### src/rtl/game_pkg.sv
// Shared types and widths for the game-round scoring blocks.
// Imported by the debouncer and the hit_counter top.
package game_pkg;

    localparam int HIT_CNT_W = 8;
    localparam int TIMER_W   = 32;

    localparam logic [HIT_CNT_W-1:0] MAX_COUNT_DEF = 8'd99;

    typedef enum logic [1:0] {
        ST_IDLE,
        ST_ACTIVE,
        ST_DONE
    } round_state_t;

    // Never returns a value above max, even if cnt somehow exceeds it.
    function automatic logic [HIT_CNT_W-1:0] sat_inc(
        input logic [HIT_CNT_W-1:0] cnt,
        input logic [HIT_CNT_W-1:0] max
    );
        return (cnt >= max) ? max : cnt + 1'b1;
    endfunction

endpackage

### src/rtl/debouncer.sv
// Two-flop synchroniser, stability-count debouncer and rising-edge pulse
// for one raw asynchronous button or sensor level.
module debouncer
    import game_pkg::*;
#(
    parameter int DEBOUNCE_CYCLES = 1_000_000
) (
    input  logic clk,
    input  logic rst,
    input  logic i_level,
    output logic hit_pulse
);

    localparam int CNT_W =
        (DEBOUNCE_CYCLES > 1) ? $clog2(DEBOUNCE_CYCLES) : 1;
    localparam logic [CNT_W-1:0] CNT_LAST =
        CNT_W'(DEBOUNCE_CYCLES - 1);

    logic             r_sync1;
    logic             r_sync2;
    logic             r_db_level;
    logic             r_db_prev;
    logic             r_pulse;
    logic [CNT_W-1:0] r_cnt;

    // The level flips on the DEBOUNCE_CYCLES-th consecutive mismatch.
    always_ff @(posedge clk) begin
        if (rst) begin
            r_sync1    <= 1'b0;
            r_sync2    <= 1'b0;
            r_db_level <= 1'b0;
            r_db_prev  <= 1'b0;
            r_pulse    <= 1'b0;
            r_cnt      <= '0;
        end else begin
            r_sync1   <= i_level;
            r_sync2   <= r_sync1;
            r_db_prev <= r_db_level;
            r_pulse   <= r_db_level & ~r_db_prev;
            if (r_sync2 != r_db_level) begin
                if (r_cnt == CNT_LAST) begin
                    r_db_level <= r_sync2;
                    r_cnt      <= '0;
                end else begin
                    r_cnt <= r_cnt + 1'b1;
                end
            end else begin
                r_cnt <= '0;
            end
        end
    end

    assign hit_pulse = r_pulse;

endmodule

### src/rtl/hit_counter.sv
// Round FSM, round timer and saturating hit score for one timed game round.
// Feeds hit_count to the sevenseg display stage.
module hit_counter
    import game_pkg::*;
#(
    parameter int                     DEBOUNCE_CYCLES = 1_000_000,
    parameter logic [TIMER_W-1:0]     ROUND_CYCLES    = 32'd3_000_000_000,
    parameter logic [HIT_CNT_W-1:0]   MAX_COUNT       = MAX_COUNT_DEF
) (
    input  logic                 clk,
    input  logic                 rst,
    input  logic                 hit_in,
    input  logic                 start,
    input  logic                 clear,
    output logic [HIT_CNT_W-1:0] hit_count,
    output logic                 round_active,
    output logic                 round_done
);

    localparam logic [TIMER_W-1:0] TIMER_LAST = ROUND_CYCLES - 1'b1;

    logic                 w_hit_pulse;

    round_state_t         r_state;
    logic [TIMER_W-1:0]   r_timer;
    logic [HIT_CNT_W-1:0] r_count;
    logic                 r_active;
    logic                 r_done;

    round_state_t         w_state_nxt;
    logic [TIMER_W-1:0]   w_timer_nxt;
    logic [HIT_CNT_W-1:0] w_count_nxt;
    logic                 w_active_nxt;
    logic                 w_done_nxt;

    debouncer #(
        .DEBOUNCE_CYCLES (DEBOUNCE_CYCLES)
    ) u_hit_db (
        .clk       (clk),
        .rst       (rst),
        .i_level   (hit_in),
        .hit_pulse (w_hit_pulse)
    );

    always_ff @(posedge clk) begin
        if (rst) begin
            r_state  <= ST_IDLE;
            r_timer  <= '0;
            r_count  <= '0;
            r_active <= 1'b0;
            r_done   <= 1'b0;
        end else begin
            r_state  <= w_state_nxt;
            r_timer  <= w_timer_nxt;
            r_count  <= w_count_nxt;
            r_active <= w_active_nxt;
            r_done   <= w_done_nxt;
        end
    end

    // Priority: clear > start > expiry > hit; expiry and a hit may coincide.
    always_comb begin
        w_state_nxt  = r_state;
        w_timer_nxt  = r_timer;
        w_count_nxt  = r_count;
        w_active_nxt = 1'b0;
        w_done_nxt   = 1'b0;
        if (clear) begin
            w_state_nxt = ST_IDLE;
            w_timer_nxt = '0;
            w_count_nxt = '0;
        end else begin
            unique case (r_state)
                ST_IDLE, ST_DONE: begin
                    if (start) begin
                        w_state_nxt  = ST_ACTIVE;
                        w_timer_nxt  = '0;
                        w_count_nxt  = '0;
                        w_active_nxt = 1'b1;
                    end
                end
                ST_ACTIVE: begin
                    w_active_nxt = 1'b1;
                    w_timer_nxt  = r_timer + 1'b1;
                    if (w_hit_pulse) begin
                        w_count_nxt = sat_inc(r_count, MAX_COUNT);
                    end
                    if (r_timer == TIMER_LAST) begin
                        w_state_nxt  = ST_DONE;
                        w_timer_nxt  = r_timer;
                        w_active_nxt = 1'b0;
                        w_done_nxt   = 1'b1;
                    end
                end
                default: begin
                    w_state_nxt = ST_IDLE;
                    w_timer_nxt = '0;
                    w_count_nxt = '0;
                end
            endcase
        end
    end

    assign hit_count    = r_count;
    assign round_active = r_active;
    assign round_done   = r_done;

endmodule

### config.mk
export PLATFORM = sky130hd
export DESIGN_NAME = hit_counter
export DESIGN_NICKNAME = d
export VERILOG_FILES = /design/src/rtl/game_pkg.sv /design/src/rtl/debouncer.sv /design/src/rtl/hit_counter.sv
export SDC_FILE = /design/constraint.sdc
export NUM_CORES = 1
export LEC_CHECK = 0
export ABC_AREA = 1
export ABC_CLOCK_PERIOD_IN_PS = 4050
export BUFFER_PORTS_ARGS = -buffer_cell sky130_fd_sc_hd__buf_2
export CORE_UTILIZATION = 40
export DETAILED_ROUTE_END_ITERATION = 6
export PLACE_DENSITY = 0.64
export SLEW_MARGIN = 20
export SYNTH_ARGS = -nofsm -noshare
export SYNTH_HDL_FRONTEND = slang
export SYNTH_SLANG_ARGS = --single-unit
export TNS_END_PERCENT = 10
### constraint.sdc
create_clock -name clk -period 4.05 [get_ports clk]
set_clock_uncertainty 0.15 [all_clocks]
set_input_delay 0.2025 -clock clk [delete_from_list [all_inputs] [get_ports clk]]
set_output_delay 0.2025 -clock clk [all_outputs]
set_load 0.02 [all_outputs]
== Word level (Yosys, flattened, before mapping) ==
Index checks and enable logic that the tools add are counted.

* Bits in registers: 69
* Latch bits: 0
* Bits of input ports: 5
* Memories kept: 0
* ROM bits: 0
* Logic and storage cells: 51
* Bits in writable memories: 0

* Equal/unequal tests: 9
* Bitwise logic cells: 4
* $add $sub $neg: 3
* Shift operators: 0
* $lt $le $gt $ge: 1
* Reductions and logical operators: 9
* Muxes and demuxes: 14
* $mul: 0
* Divide/modulo/power cells: 0

{| class="wikitable"
|+ Operators by type and width
! operator !! count
|-
| 32-bit 2-to-1 mux || 2
|-
| 32-bit one-hot mux with 2 select lines || 1
|-
| 32-bit by 1-bit adder with 32-bit output, second input constant || 1
|-
| 32-bit == test, second input constant || 1
|-
| 8-bit 2-to-1 mux || 3
|-
| 20-bit by 1-bit adder with 20-bit output, second input constant || 1
|-
| 20-bit == test, second input constant || 1
|-
| 8-bit one-hot mux with 2 select lines || 1
|-
| 8-bit by 1-bit adder with 8-bit output, second input constant || 1
|-
| 8-bit by 7-bit >= comparator with 1-bit output, second input constant || 1
|-
| 2-bit AND reduction || 4
|-
| 2-bit inequality test, second input constant || 3
|-
| 3-bit OR reduction || 2
|-
| 2-bit 2-to-1 mux || 2
|-
| 2-bit one-hot mux with 2 select lines || 1
|-
| 2-bit OR reduction || 2
|-
| 1-bit 2-to-1 mux || 3
|-
| 1-bit NOT || 3
|-
| 2-bit by 1-bit == test with 1-bit output, second input constant || 1
|-
| 2-bit == test, second input constant || 1
|-
| 2-bit logical NOT || 1
|-
| 2-bit by 1-bit inequality test with 1-bit output, second input constant || 1
|-
| 1-bit one-hot mux with 2 select lines || 1
|-
| 1-bit AND || 1
|-
| 1-bit inequality test || 1
|}

== Depth between registers and ports, before layout ==
* Depth in word-level cells: 4
* Gate-level depth with buffers: 11
* Depth with buffers taken out: 10

== Modules after synthesis ==
Synthesis repeated with hierarchy kept, for this count alone.

* Cell total of the unflattened synthesis: 661
* Area, all modules: 4073.9 sq um

{| class="wikitable"
|+ By module, submodules not included
! module !! times used !! cells an instance !! area each (sq um) !! seq. area each (sq um)
|-
| hit_counter || 1 || 496 || 2849.0 || 880.8
|-
| debouncer || 1 || 165 || 1224.9 || 500.5
|}

== Least setup slack after synthesis ==
No wires, ideal clock.

* Kind: reg2reg
* From: register u_hit_db.r_cnt[0]
* To: register u_hit_db.r_cnt[4]
* Period minus slack after synthesis: 1.791 ns
* Data required time: 3.772 ns
* Library setup time: 0.128 ns
* Data arrival time: 1.513 ns
* Cell stages (with the launch flop): 10
* Setup slack: 2.259 ns
* Path through: dfxtp_1 -> ha_1 -> nand3_1 -> nor2_1 -> nand2_1 -> nor2_1 -> nand2_1 -> nand2_1 -> buf_2 -> nor3_1

* Longest elaborated chain between the ends: 2

{| class="wikitable"
|+ RTL lines
! element !! line !! RTL
|-
| start, declared || debouncer.sv:24 || <nowiki>logic [CNT_W-1:0] r_cnt;</nowiki>
|-
| start signal, assigned || debouncer.sv:45 || <nowiki>r_cnt <= r_cnt + 1'b1;</nowiki>
|-
| parallel branches: the longest is 2 deep, another holds 20-bit by 1-bit adder with 20-bit output || - ||
|}

Parallel ways; which one is timed is not known.
A chain may end at the register's enable or synchronous reset.

== Worst setup path after layout ==
* From: input rst
* To: register r_timer[26]

* Longest elaborated chain between the ends: 1

{| class="wikitable"
|+ RTL lines
! element !! line !! RTL
|-
| start, declared || hit_counter.sv:11 || <nowiki>input logic rst,</nowiki>
|-
| 2-bit OR reduction (no line) || - ||
|-
| end signal, assigned || hit_counter.sv:54 || <nowiki>r_timer <= w_timer_nxt;</nowiki>
|-
| end, declared || hit_counter.sv:25 || <nowiki>logic [TIMER_W-1:0] r_timer;</nowiki>
|}

No other way between the ends.

==> metrics.log <==
INFO  metric outcome = completed
INFO  metric tightestPinTransition = around 940 ps
INFO  metric synthesis.area = 3960 sq um
INFO  metric min_path_cells = 5
INFO  metric detail-route-antenna-nets = 0
INFO  metric fp.dieW = 101 um
INFO  metric port_buffers = 14
INFO  metric final-max-slew-violation-count = 0
INFO  metric max_cap_viol_count = 0
INFO  metric detail_route.first_pass.iterations = 5
INFO  metric layout_min_cycle_time = approximately 2600 ps
INFO  metric wl_per_cell = 12.2 um
INFO  metric initial_core_util = between 40% and 50%
INFO  metric synthDistinctLibCells = 33
INFO  metric min-delay-start = clear
INFO  metric die_y = between 100 and 150 um
INFO  metric switching_share = 24.0%
INFO  metric switching_power = between 300 and 400 uW
INFO  metric cp_data_required_time = between 4000 and 5000 ps
INFO  metric power.share.combinational = 3.6%
INFO  metric htreeDepth = 3
INFO  metric vias = 3,950
INFO  metric finalNetCount = 659
INFO  metric critical_path.startpoint_type = input port
INFO  metric clk_pin_slew = roughly 90 ps
INFO  metric clock_sink_count = 69
INFO  metric cts-buffers-inserted = 9
INFO  metric syn-mean-instance-area = about 6.2 sq um
INFO  metric power_leakage = 0.00163 uW
INFO  metric sequential_cell_area = ~1400 sq um
INFO  metric ff2ff_path_depth = 8
INFO  metric place.detailed.hpwl = between 6000 and 7000 um
INFO  metric num_antenna_cells = 0
INFO  metric dpl_worst_slack = 1630 ps
INFO  metric total_die_area = a little over 10,000 sq um
INFO  metric grt_first_pass_wirelength = between 15,000 and 20,000 um
INFO  metric grt_pass1_vias = between 3,000 and 4,000
INFO  metric finalWirelength = ~9600 um
INFO  metric post_route_cells_drive_above_1_share = just under 8%
INFO  metric syn-num-nets = 643
INFO  metric reg2reg_slack = 1630 ps
INFO  metric cts_max_path_buffers = 2
INFO  metric multi_input_area = 2170 sq um
INFO  metric power_density = 315 nW/um^2
INFO  metric crit_arrival = ~2800 ps
INFO  metric slew_headroom = between 30 and 40%
INFO  metric totalNegativeSetupSlack = 0 ps
INFO  metric cts_post_setup_buffers_inserted = 0
INFO  metric endpoint_kind = flip-flop
INFO  metric core_region_area = approximately 9400 sq um
INFO  metric post_drt_via_cell_ratio = slightly above 5
INFO  metric grt_start_max_net_pins = 26
INFO  metric internal-power = roughly 1000 uW
INFO  metric worst_ir_drop_vdd = approximately 0.22 mV
INFO  metric seq_power_share = around half
INFO  metric yosysWarnings = 0
INFO  metric placement_rows = 35
INFO  metric synth.ff_latch_count = slightly below 70
INFO  metric period_share = between 60% and 70%
INFO  metric ctsRootBufferMaster = clkbuf_8
INFO  metric worst_r2r_endpoint = u_hit_db.r_cnt[15]
INFO  metric cp_max_fo = 23
INFO  metric cell_count_after_synthesis = roughly 640
INFO  metric finalHoldViolCount = 0
INFO  metric hp-class = input port to flip-flop
INFO  metric rr_startpoint = u_hit_db.r_cnt[0]
INFO  metric boundaryPins = 15
INFO  metric critical_path.endpoint = r_timer[26]
INFO  metric maxClockFrequency = roughly 380 MHz
INFO  metric worstSkewPairLatency = between 300 and 400 ps
INFO  metric count_of_final_setup_violators = 0
INFO  metric grt_setup_unrepaired = no
INFO  metric grt_antenna_before_repair = 0
INFO  metric flow.area_growth_from_synthesis = 10.5%
INFO  metric drt_drc = 0
INFO  metric initialDrtViolationCount = approximately 280
INFO  metric groute.usage.overall = between 20% and 30%
INFO  metric yosysSeqAreaShare = 34.9%
INFO  metric cts_tree = done
INFO  metric proportion_of_power_drawn_by_the_clock_network = between 40% and 50%
INFO  metric cp-startpoint = rst
INFO  metric critPathKind = input port to flip-flop
INFO  metric final.setup.worst_slack = 1440 ps
INFO  metric layout_commonest_cell = nand2_1
INFO  metric gp_routability_congestion = roughly 0.90
INFO  metric grt_remaining_overflow = 0
INFO  metric hold-worst-slack = between 150 and 200 ps
INFO  metric final.fill_count = around 990
INFO  metric mostFrequentLayoutCells = 187 x nand2_1, 85 x nor2_1, 83 x inv_1, 73 x nand3_1, 69 x dfxtp_1
## cells in the mapped netlist
cell type  number  area (sq um)
xor2_1          6          52.6
o211ai_1        1          7.51
or2_2           6          37.5
xnor2_1         3          26.3
a21oi_2         3          26.3
o21ai_2         1          8.76
a31o_2          1          8.76
nand3_4         1          17.5
dfxtp_1        69          1380
a21oi_1        29           145
inv_1          83           312
buf_2           6          30.0
nand4_1        18           113
nor2_4          3          33.8
ha_1            3          37.5
clkbuf_1        4          15.0
nand2_1       187           702
buf_6           2          22.5
o21ai_1         2          10.0
buf_1           1          3.75
buf_8           1          15.0
nor3b_1         1          7.51
nor3_1         16          80.1
and2_1          1          6.26
inv_2           1          3.75
or2_0           1          6.26
nor2_1         85           319
nand3b_1        2          15.0
o31ai_1         2          15.0
nand3_1        73           365
nand2_4         2          22.5
o21ai_0        18          90.1
nor2_2          3          18.8
## critical path, stage by stage
cell           delay, ps
dlygate4sd3_1        530
buf_2                150
nor2_2                80
buf_4                280
inv_2                230
nor2_2               180
inv_1                 70
nor2_1               720
nand3_1              170
nand2_1              100
## kinds of logic after synthesis
family                     share of synthesized area (%)
and+or+nand+nor                                     44.1
buffers and inverters                               10.2
DFF                                                 34.9
AOI/OAI and AO/OA                                   7.88
xor gates and xnor gates                            1.99
adders and majority gates                          0.949
## routing by layer
| metal | share of wire [%] | vias up | GRT usage, % |
|---|---|---|---|
| li1 | - | 2053 | - |
| met1 | 49 | 1804 | 26.8 |
| met2 | 45 | 75 | 33.5 |
| met3 | 3.7 | 18 | 4.14 |
| met4 | 1.8 | 0 | 6.69 |
| met5 | 0 | - | 0 |
## power by group through the flow
stage	clock network (uW)	registers, uW	logic, uW
after floorplan	0	699	37.0
after global placement	0	698	46.5
after detailed placement	0	698	47.2
after CTS	660	682	50.2
after global routing	688	683	57.0
final	645	682	49.9
## worst min path at each step
stage	endpoint	slack, ps
2_1_floorplan	u_hit_db.r_sync1	120
3_3_place_gp	u_hit_db.hit_pulse	240
3_5_place_dp	u_hit_db.hit_pulse	240
4_1_cts	r_timer[10]	190
5_1_grt	hit_count[3]	220
6_report	r_timer[10]	190
## sequential cells by signal (all words and copies together) (netlist names)
| register | cells |
|---|---|
| r_timer | 32 |
| u_hit_db.r_cnt | 20 |
| hit_count | 8 |
| r_state | 2 |
| round_active | 1 |
| round_done | 1 |
| u_hit_db.hit_pulse | 1 |
| u_hit_db.r_db_level | 1 |
| u_hit_db.r_db_prev | 1 |
| u_hit_db.r_sync1 | 1 |
| u_hit_db.r_sync2 | 1 |
## cell type report
cell class	count	area share, %
clock buffers	10	2.92
inverters	84	7.22
multi-input cells	468	49.7
well taps	129	3.69
flip-flops and latches	69	31.6
clock inverters	6	2.15
repair buffers	19	2.69
## repair_timing
item | in CTS | in global routing
endpoints found under the hold margin | 6 | 0
hold buffers | 4 | 0
resized for setup | 0 | 0
## stage by stage
stage	utilization (%)	power, uW	cells	instance area (sq um)
finish	46.4	1380	785	4370
global route	46.4	1430	785	4370
CTS	46.4	1390	785	4370
detailed placement	43.6	746	765	4110
global placement	43.6	745	765	4110
floorplan	-	736	635	3960
No activity file was read; power rests on OpenSTA's default activity.
